[src/rtl/fdiv_sched.sv]
// fdiv_sched: round-robin scheduler sharing one combinational fdiv among
// N_REQ requesters. Operands of the granted requester are registered onto
// the divider inputs, held for DIV_CYCLES cycles, then quotient and flags are
// captured and returned with the requester index.
//
// Ports:
//   clk, rst_n          clock, asynchronous active-low reset
//   req_valid/req_ready per-requester handshake (ready is one-hot or zero)
//   req_a, req_b        packed operands, slot i at [i*WIDTH +: WIDTH]
//   req_round           per-requester rounding mode (1 = RNE, 0 = truncate)
//   div_a, div_b        registered operands to fdiv
//   div_round_mode      registered rounding mode to fdiv
//   div_r, div_flags    fdiv result and {invalid,divzero,overflow,underflow,inexact}
//   rsp_valid/rsp_ready response handshake
//   rsp_id, rsp_r       owning requester index, captured quotient
//   rsp_flags           captured flags
//   sticky_flags        OR of captured flags since reset / last clear
//   flags_clr           synchronous clear of sticky_flags (capture wins)
//   busy                high whenever not IDLE
//   ops_done            completed response handshakes, wraps at 16 bits
module fdiv_sched #(
  parameter int EXP        = 8,
  parameter int FRAC       = 23,
  parameter int WIDTH      = EXP + FRAC + 1,
  parameter int N_REQ      = 4,
  parameter int DIV_CYCLES = 2,
  parameter int ID_W       = (N_REQ > 1) ? $clog2(N_REQ) : 1
) (
  input  logic                   clk,
  input  logic                   rst_n,
  input  logic [N_REQ-1:0]       req_valid,
  output logic [N_REQ-1:0]       req_ready,
  input  logic [N_REQ*WIDTH-1:0] req_a,
  input  logic [N_REQ*WIDTH-1:0] req_b,
  input  logic [N_REQ-1:0]       req_round,
  output logic [WIDTH-1:0]       div_a,
  output logic [WIDTH-1:0]       div_b,
  output logic                   div_round_mode,
  input  logic [WIDTH-1:0]       div_r,
  input  logic [4:0]             div_flags,
  output logic                   rsp_valid,
  input  logic                   rsp_ready,
  output logic [ID_W-1:0]        rsp_id,
  output logic [WIDTH-1:0]       rsp_r,
  output logic [4:0]             rsp_flags,
  output logic [4:0]             sticky_flags,
  input  logic                   flags_clr,
  output logic                   busy,
  output logic [15:0]            ops_done
);

  localparam int CNT_W = (DIV_CYCLES > 1) ? $clog2(DIV_CYCLES) : 1;

  typedef enum logic [1:0] {IDLE, BUSY, DONE} state_t;

  state_t            state, next_state;
  logic [CNT_W-1:0]  cnt;
  logic [ID_W-1:0]   last;
  logic [ID_W-1:0]   gnt_idx;
  logic              gnt_found;
  logic [WIDTH-1:0]  gnt_a, gnt_b;
  logic              gnt_round;
  logic              accept, capture, rsp_hs;
  int unsigned       idx;

  // Round-robin search starting just after the last granted requester.
  always_comb begin
    gnt_found = 1'b0;
    gnt_idx   = '0;
    idx       = 0;
    for (int unsigned k = 1; k <= N_REQ; k++) begin
      idx = (32'(last) + k) % 32'(N_REQ);
      if (!gnt_found && |(req_valid & (N_REQ'(1) << idx))) begin
        gnt_found = 1'b1;
        gnt_idx   = ID_W'(idx);
      end
    end
  end

  // Operand mux for the granted slot.
  always_comb begin
    gnt_a     = '0;
    gnt_b     = '0;
    gnt_round = 1'b0;
    for (int unsigned i = 0; i < N_REQ; i++) begin
      if (ID_W'(i) == gnt_idx) begin
        gnt_a     = req_a[i*WIDTH +: WIDTH];
        gnt_b     = req_b[i*WIDTH +: WIDTH];
        gnt_round = req_round[i];
      end
    end
  end

  always_ff @(posedge clk or negedge rst_n) begin
    if (!rst_n) state <= IDLE;
    else        state <= next_state;
  end

  always_comb begin
    next_state = state;
    accept     = 1'b0;
    capture    = 1'b0;
    rsp_hs     = 1'b0;
    req_ready  = '0;
    case (state)
      IDLE: begin
        if (gnt_found) begin
          accept     = 1'b1;
          req_ready  = N_REQ'(1) << gnt_idx;
          next_state = BUSY;
        end
      end
      BUSY: begin
        if (cnt == '0) begin
          capture    = 1'b1;
          next_state = DONE;
        end
      end
      DONE: begin
        if (rsp_ready) begin
          rsp_hs     = 1'b1;
          next_state = IDLE;
        end
      end
      default: next_state = IDLE;
    endcase
  end

  assign busy = (state != IDLE);

  always_ff @(posedge clk or negedge rst_n) begin
    if (!rst_n) begin
      cnt            <= '0;
      last           <= ID_W'(N_REQ - 1);
      div_a          <= '0;
      div_b          <= '0;
      div_round_mode <= 1'b0;
      rsp_valid      <= 1'b0;
      rsp_id         <= '0;
      rsp_r          <= '0;
      rsp_flags      <= '0;
      sticky_flags   <= '0;
      ops_done       <= '0;
    end else begin
      if (accept) begin
        div_a          <= gnt_a;
        div_b          <= gnt_b;
        div_round_mode <= gnt_round;
        rsp_id         <= gnt_idx;
        last           <= gnt_idx;
        cnt            <= CNT_W'(DIV_CYCLES - 1);
      end else if (state == BUSY && cnt != '0) begin
        cnt <= cnt - 1'b1;
      end

      if (capture) begin
        rsp_r        <= div_r;
        rsp_flags    <= div_flags;
        rsp_valid    <= 1'b1;
        // A clear on the capture edge drops older flags but keeps this op's.
        sticky_flags <= (flags_clr ? 5'b0 : sticky_flags) | div_flags;
      end else if (flags_clr) begin
        sticky_flags <= '0;
      end

      if (rsp_hs) begin
        rsp_valid <= 1'b0;
        ops_done  <= ops_done + 16'd1;
      end
    end
  end

endmodule
[config.mk]
export PLATFORM = sky130hd
export DESIGN_NAME = fdiv_sched
export DESIGN_NICKNAME = d
export VERILOG_FILES = /design/src/rtl/fdiv_sched.sv
export SDC_FILE = /design/constraint.sdc
export NUM_CORES = 1
export LEC_CHECK = 0
export ABC_AREA = 1
export CAP_MARGIN = 10
export CELL_PAD_IN_SITES_DETAIL_PLACEMENT = 1
export CELL_PAD_IN_SITES_GLOBAL_PLACEMENT = 2
export CORE_MARGIN = 2
export CORE_UTILIZATION = 20
export CTS_BUF_LIST = sky130_fd_sc_hd__clkbuf_16
export DETAILED_ROUTE_END_ITERATION = 10
export PLACE_DENSITY = 0.82
export SLEW_MARGIN = 20
export SYNTH_ARGS = -nofsm -noshare
export SYNTH_HDL_FRONTEND = slang
export SYNTH_SLANG_ARGS = --single-unit
[constraint.sdc]
create_clock -name clk -period 6.8 [get_ports clk]
set_input_delay 1.36 -clock clk [delete_from_list [all_inputs] [get_ports clk]]
set_output_delay 1.36 -clock clk [all_outputs]
set_load 0.05 [all_outputs]
==> flow_summary.toml <==
[outcome]
status = "complete, no violations"

[routing]
ant_nets = 0
dr.first_iter.drc_count = 197
finalWirelength_um = 34100
drtPass1Iterations = 5
viasPerCell = 4.30
remaining_drc_errors = 0
num_vias = 8556
routedWlPerCell_um = 17.1

[clocking]
clockRootBuffer = "clkbuf_16"
cts_hold_buf = 0
h-tree-depth = 4
numClockSinks = 131
cts_tree = "yes"
cts_setup_buffers = 0
cts_buffers = 17
cts-resized-gates = 0
clk_latency_ps = 440
cts_buffer_depth = 2
clk_pin_slew_ps = 60

[global_route]
grt_pass1_wl_um = 51300
grt_max_degree = 70
overflow = 0
grt_pass1_vias = 9174
grt_use_total = 0.174
antenna_found_initial = 3

[die]
ios = 436
start_util = 0.202
chipWidth_um = 198
die_h_um = 198
fp.dieArea_um2 = 39200
rows = 71
core_area_um2 = 37300

[synthesis]
syn_avg_cell_area_um2 = 6.86
seq_area_frac_synth = 0.436
netlist_area_um2 = 7520
synth_area_leaders = "dfrtp_1 (43%), nand2_1 (24%), nand3_1 (7.7%), inv_1 (6.3%), o21ai_0 (5.9%)"
synthesis.nets = 1407
ys_seq_elements = 131
synth.distinct_cells = 29
syn_inst = 1096
synth_area_leader_cell = "dfrtp_1"
yosysTopAreaCellShare = 0.429
yosys_warnings = 0

[sta]
hold_viol = 0
rsz0062_at_grt = "no"
tightest_slew_ps = 893
drv_slew = 0
relSlewSlack = 0.405
fin_crit_ps = 5620
max_freq_mhz = 178
min_period_over_period = 0.826
finalClockSkew_ps = 11.3
setup_viol_count_final = 0
setup_tns_ps = 0

[critical_path]
path_class = "in2out"
rrSetupSlack_ps = 2560
crit_required_ps = 5440
r2r-start = "last[1]$_DFFE_PN1P_"
critPathLaunch = "req_valid[3]"
crit_path_start_kind = "primary input"
crit_end = "req_ready[3]"
path_max_fanout = 35
endpoint_kind = "output port"
r2r_end = "div_b[16]$_DFFE_PN0P_"
ff2ff_path_depth = 16
worst-endpoint-arrival_ps = 4260

[layout]
n_fill_cell = 4554
areaGrowthSynthToFinish_pct = 70.5
layout-drive-gt1-share = 0.0442
final_cell_mix = "nand2_1 (484), clkdlybuf4s50_1 (434), dfrtp_1 (129), inv_1 (126), nand3_1 (115)"
layout_commonest_cell = "nand2_1"
layout.nets = 1814

[min_path]
hold_class = "reg2reg"

[pwr]
power_density_nw_per_um2 = 613
leakagePower_nw = 6.27
ir_drop_v = 0.000266
finalPower_mw = 7.87

[placed_design]
port-buffer-count = 435
routabilityCongestion = 0.790
dp_hpwl_um = 25000

[run]
cap_viol_max_count = 0
==> worst min path at each step <==
stage | slack, ps | endpoint | depth (start not counted) | start
after floorplan | 450 | state[0]$_DFFE_PN0P_ | 2 | cnt$_DFFE_PN0P_
after global placement | 460 | ops_done[15]$_DFFE_PN0P_ | 1 | ops_done[15]$_DFFE_PN0P_
after detailed placement | 460 | div_a[17]$_DFFE_PN0P_ | 2 | div_a[17]$_DFFE_PN0P_
after CTS | 480 | div_a[17]$_DFFE_PN0P_ | 2 | div_a[17]$_DFFE_PN0P_
after global routing | 500 | div_b[1]$_DFFE_PN0P_ | 2 | div_b[1]$_DFFE_PN0P_
final | 480 | div_a[17]$_DFFE_PN0P_ | 2 | div_a[17]$_DFFE_PN0P_
==> cells in the mapped netlist (all sizes together) <==
cell type and n:
nor2 20, nand3b 1, a21oi 1, inv 129
nor3 4, or2 7, nand4 4, o21ai 117
clkbuf 28, dfstp 2, nand2 488, dfrtp 129
nand3 116, ha 6, xnor2 8, buf 29
xor2 7
==> cells by family after synthesis <==
group | synth area share
compound gates | 0.0785
xor+xnor | 0.0175
fa+ha+maj | 0.00998
buf+inv | 0.106
flops | 0.436
simple gates | 0.352
==> worst max-delay path: stages <==
cell	delay [ps]
clkdlybuf4s50_1	470
nand2_1	100
nand2_1	100
nor2_4	170
nand2_1	100
nor2_2	100
nand3_2	110
nand2_2	550
nand2_1	230
nor2_1	140
clkdlybuf4s50_1	810
==> flip-flops by register name, summed over array words and instances (netlist names) <==
| name | count |
|---|---|
| rsp_r | 32 |
| ops_done | 16 |
| sticky_flags | 5 |
| last | 2 |
| cnt | 1 |
| div_a | 32 |
| rsp_flags | 5 |
| rsp_id | 2 |
| state | 2 |
| rsp_valid | 1 |
| div_b | 32 |
| div_round_mode | 1 |
==> report_power, final <==
part	total (mW)	internal, mW	switching (mW)	leakage, nW
registers	1.36	1.16	0.199	1.63
logic	5.58	1.66	3.91	4.35
clock network	0.932	0.542	0.389	0.286
==> layer usage <==
| layer | global-route usage | share of wire |
|---|---|---|
| met1 | 0.187 | 0.39 |
| met3 | 0.0497 | 0.070 |
| met5 | 0 | 0.00038 |
| met4 | 0.0610 | 0.022 |
| met2 | 0.324 | 0.51 |
==> through the flow <==
stage / util / cell area [um2] / cells / worst slack (ps) / hold slack, ps
finish: 0.344 / 12800 / 1992 / 1180 / 477
global route: 0.344 / 12800 / 1992 / 879 / 497
CTS: 0.344 / 12800 / 1990 / 1150 / 480
detailed placement: 0.328 / 12200 / 1958 / 1150 / 464
global placement: 0.328 / 12200 / 1958 / 1230 / 460
floorplan: - / 7520 / 1096 / 2030 / 450
==> cell type report <==
cell class | instances | area (um2) | share of cell area
Clock buffer | 17 | 425 | 0.0332
Timing Repair Buffer | 445 | 4430 | 0.345
Tap cell | 474 | 593 | 0.0462
Clock inverter | 15 | 156 | 0.0122
Inverter | 129 | 487 | 0.0379
Sequential cell | 131 | 3280 | 0.256
Antenna cell | 2 | 5.00 | 0.000390
Multi-Input combinational cell | 779 | 3450 | 0.269
(Power assumes the default switching activity.)
==> patch 1: new RTL, same flow settings <==
The 3 states of `state_t` get a one-hot encoding in 3 bits.
--- a/src/rtl/fdiv_sched.sv
+++ b/src/rtl/fdiv_sched.sv
@@ -51,7 +51,7 @@
 
   localparam int CNT_W = (DIV_CYCLES > 1) ? $clog2(DIV_CYCLES) : 1;
 
-  typedef enum logic [1:0] {IDLE, BUSY, DONE} state_t;
+  typedef enum logic [2:0] {IDLE = 3'b001, BUSY = 3'b010, DONE = 3'b100} state_t;
 
   state_t            state, next_state;
   logic [CNT_W-1:0]  cnt;
Check against the original RTL: no difference found for any inputs over 4 cycles, from zero or initial values and one cycle with rst_n low; so few cycles prove little.
==> patch 1 against the original RTL <==
Worst hold slack got worse by 0.0073 ns; area after synthesis down 1.3%; sequential cell count grew 1; setup slack improved by 0.070 ns; wire length is 1.8% higher; clock skew up 0.0063 ns; design area decreased by 0.70%; utilization is 0.41 points higher; first-iteration DRC count fell by 4.6%; total power down 2.8%; critical endpoint is now req_ready[2]; largest power group unchanged.
==> patch 1: results (changes against the original RTL) <==
status - finished, final reports clean
WL/cell - 17.7 um (+3.7%)
syn_nets - 1,375 (-2.3%)
Num CTS Buffers - 17 (unchanged)
Post-synth ARST share - 100% (unchanged)
filler instances - 4,469 (-1.9%)
Initial DRC Count - 188 (-4.6%)
Post-CTS Setup Bufs - 0 (unchanged)
switching power - 4340 uW (-3.7%)
sequential area share after synthesis - 44.5% (+0.93 points)
placer congestion estimate - 0.809 (+2.5%)
CTS resizes - 0 (unchanged)
All-Layer GR Usage - 18.1% (+0.74 points)
Worst Path Max Fanout - 71 (+100%)
Clock transition at path regs - 0.06 ns (about the same)
Synthesis Warnings - 0 (unchanged)
Worst Hold Class - flip-flop to flip-flop
maximum VDD drop - 0.256 mV (-3.5%)
1st-pass router iterations - 4 (-1)
# H-tree levels - 4 (unchanged)
pre-CTS WS - 1.24 ns (+0.0857 ns)
root buffer cell - clkbuf_16
Area contributors post-synth - dfrtp_1 43%, nand2_1 25%, nand3_1 5.9%
Post-synth top cells - 492 x nand2_1, 129 x dfrtp_1, 103 x inv_1
non-filler cells, final - 1,955 (-1.9%)
Leak Pwr - 0.00613 uW (-2.3%)
worst skew pair latency - 0.45 ns
GRT overflow - 0 (unchanged)
Regs by FF count - div_a x32, div_b x32, rsp_r x32
Post-Synthesis Cells - 1,064 (-2.9%)
Vias - 8,424 (-1.5%)
headroom to the max-slew limit - 41.3% (+0.88 points)
Cell variety after synth - 29 (unchanged)
clk buf depth - 2 (unchanged)
WP data arrival - 4.19 ns (-0.07 ns)
slowest stage delay, CP - 0.86 ns (+0.05 ns)
largest net degree at the start of global routing - 72 (+2.9%)
share of cells above drive strength 1 - 4.18% (-0.24 points)
IO buf count - 435 (unchanged)
critical-path cell with the highest stage delay - clkdlybuf4s50_1
hpwl dp - 25.6 mm (+2.3%)
placed cells - 1,922 (-1.8%)
nets@finish - 1,784 (-1.7%)
Clock Skew - 0.0175 ns (+0.00627 ns)
vias in the first global route - 9,047 (-1.4%)
initial antenna violation count - 3 (unchanged)
first-pass GRT wire length - 52.6 mm (+2.6%)
[patch 1: worst paths after layout]
| kind | from | to | slack (ns) | cells after the start |
|---|---|---|---|---|
| worst max register to register | last[1] | div_b[15] | 2.92 | 16 |
| max in group asynchronous | rst_n | div_a[28] | 4.49 | 2 |
| worst min-delay path | rsp_id[0] | rsp_id[0] | 0.47 | 2 |
| min in group asynchronous | rst_n | rsp_r[9] | 0.93 | 1 |
| worst max-delay path | req_valid[0] | req_ready[2] | 1.25 | 11 |
| worst min register to register | rsp_id[0] | rsp_id[0] | 0.47 | 2 |
[patch 1: through the flow]
stage,utilization [%],hold WS [ns],area (um2)
after CTS,34.8,0.474,12700
after floorplan,-,0.531,7420
after global routing,34.8,0.501,12700
after global placement,33.1,0.453,12100
after detailed placement,33.2,0.458,12200
final,34.8,0.469,12700
[patch 1: cell type report]
class	instances	area share (%)
Antenna cell	2	0.0393
Clock buffer	17	3.34
Clock inverter	14	1.20
Inverter	105	3.12
Multi-Input combinational cell	772	26.8
Sequential cell	132	26.0
Tap cell	468	4.60
Timing Repair Buffer	445	34.9
[patch 1: logic make-up (layout without fill, tap and decap cells)]
logic type      after synthesis  after routing  synth area share (%)
simple gates                619            619                  34.3
buf+inv                     160            581                  9.52
compound gates              133            133                  9.00
flops                       132            132                  44.5
xor+xnor                     14             14                  1.65
fa+ha+maj                     6              6                  1.01
other cells                   0              2                     0
[patch 1: layer usage]
| metal | global-route usage, % | up-vias | part of all wire (%) |
|---|---|---|---|
| met5 | 0 | - | 0.020 |
| met4 | 6.04 | 2 | 2.1 |
| met3 | 6.76 | 36 | 8.9 |
| met2 | 31.6 | 304 | 49 |
| met1 | 20.4 | 3958 | 40 |
| li1 | - | 4124 | - |
[patch 1: worst max-delay path: cells and delay by family]
family                 cells  cell delay [ns]
buffers and inverters      2             1.34
AND/OR/NAND/NOR            9             1.47
[patch 1: power groups by stage]
| stage | combinational [uW] | sequential [uW] | clock (uW) |
|---|---|---|---|
| global placement | 5380 | 1340 | 0 |
| floorplan | 2560 | 2440 | 0 |
| detailed placement | 5480 | 1360 | 0 |
| CTS | 5500 | 1350 | 975 |
| global route | 5970 | 1400 | 1010 |
| finish | 5360 | 1350 | 938 |
==> patch 2: new RTL, same settings <==
Made on the original files. Change the parameter `EXP` from 8 to 16.
--- a/src/rtl/fdiv_sched.sv
+++ b/src/rtl/fdiv_sched.sv
@@ -19,7 +19,7 @@
 //   busy                high whenever not IDLE
 //   ops_done            completed response handshakes, wraps at 16 bits
 module fdiv_sched #(
-  parameter int EXP        = 8,
+  parameter int EXP        = 16,
   parameter int FRAC       = 23,
   parameter int WIDTH      = EXP + FRAC + 1,
   parameter int N_REQ      = 4,
Interface: changed (6 resized); port bits go from 436 to 532. The function was not compared with the original's and may differ.
==> patch 2 against the original RTL <==
Critical path depth shrank 2; cell count rose by 21%; sequential cell count rose by 24; wire length is 29% higher; area after synthesis up 18%; total power is 20% higher; setup slack improved by 0.31 ns; via count grew 21%; register-to-register slack gained 0.40 ns; design area increased by 19%; largest cell class unchanged.
==> patch 2: results (changes against the original RTL) <==
status - finished, final reports clean
vias in the first global route - 11,030 (+20%)
slowest stage delay, CP - 0.87 ns (+0.06 ns)
Post-Synthesis Cells - 1,314 (+20%)
syn_nets - 1,697 (+21%)
Cell variety after synth - 26 (-10%)
share of cells above drive strength 1 - 3.91% (-0.51 points)
hpwl dp - 33.1 mm (+32%)
Leak Pwr - 0.00747 uW (+19%)
sequential area share after synthesis - 43.6% (about the same)
maximum VDD drop - 0.392 mV (+48%)
Regs by FF count - div_a x40, div_b x40, rsp_r x40
met2 Use GR - 33.8% (+1.5 points)
Clock Skew - 0.00703 ns (-0.00423 ns)
placed cells - 2,377 (+21%)
nets@finish - 2,187 (+21%)
largest net degree at the start of global routing - 89 (+27%)
M1 GR Usage - 21.8% (+3.2 points)
All-Layer GR Usage - 18.8% (+1.5 points)
first-pass GRT wire length - 66.8 mm (+30%)
critical-path cell with the highest stage delay - clkdlybuf4s50_1
WL/cell - 18.2 um (+6.4%)
Worst Path Max Fanout - 28 (-20%)
Avg Vias per Cell - 4.29 (-0.10%)
placer congestion estimate - 0.842 (+6.6%)
headroom to the max-slew limit - 31.5% (-8.9 points)
Post-DP Area - 14,700 um2 (+20%)
1st-pass router iterations - 4 (-1)
met3 Use GR - 4.77% (-0.20 points)
Area contributors post-synth - dfrtp_1 43%, nand2_1 25%, nand3_1 7.1%
filler instances - 5,409 (+19%)
WP data arrival - 3.94 ns (-0.32 ns)
Post-synth top cells - 590 x nand2_1, 153 x dfrtp_1, 149 x inv_1
Vias - 10,345 (+21%)
IO buf count - 531 (+22%)
Initial DRC Count - 564 (+190%)
[patch 2: layout make-up]
cell class	count	area [um2]	area share, %
antenna	2	5.00	0.0327
clock buffer	17	425	2.78
clock inverter	15	180	1.18
inverter	154	579	3.78
multi-input combinational	931	4070	26.6
sequential	155	3880	25.3
tap	592	741	4.84
timing repair buffer	545	5430	35.5
[patch 2: report_power, final]
part	switching [uW]	leakage, uW	internal (uW)	total (uW)
combinational	4760	0.00525	2050	6810
sequential	248	0.00192	1380	1620
clock	470	0.000297	556	1030
[patch 2: worst paths after layout]
check                        startpoint            to  slack (ns)  cells past startpoint
max in group asynchronous         rst_n     rsp_r[27]        4.34                      2
setup / recovery           req_valid[3]  req_ready[1]        1.50                      9
hold reg to reg               rsp_valid     rsp_valid        0.48                      2
hold / removal                rsp_valid     rsp_valid        0.48                      2
min in group asynchronous         rst_n      rsp_r[1]        0.99                      1
setup reg to reg                last[1]     div_b[38]        2.96                     17
[patch 2: kinds of logic after synthesis]
kind of cell	after synthesis	synth area share, %
AND/OR/NAND/NOR	760	34.8
buffers and inverters	228	10.9
flip-flops	155	43.6
AO/OA/AOI/OAI	150	8.43
XOR/XNOR	15	1.48
adder cells (fa/ha/maj)	6	0.843
[patch 2: worst max-delay path: cells and delay by family]
kind	cells	cell delay (ns)
simple gates	7	1.22
buf+inv	2	1.35
[patch 2: routing by layer]
metal	vias up	share of wire, %
li1	5026	-
met1	4928	41
met2	329	50
met3	60	6.1
met4	2	2.5
met5	-	0.025
[patch 2: through the flow]
step	utilization (%)	worst slack (ns)	power, uW	hold WS, ns
final	34.8	1.50	9460	0.476
after global routing	34.8	1.29	10300	0.489
after CTS	34.8	1.50	9650	0.480
after detailed placement	33.4	1.50	8570	0.464
after global placement	33.4	1.59	8470	0.458
after floorplan	-	2.03	6180	0.450
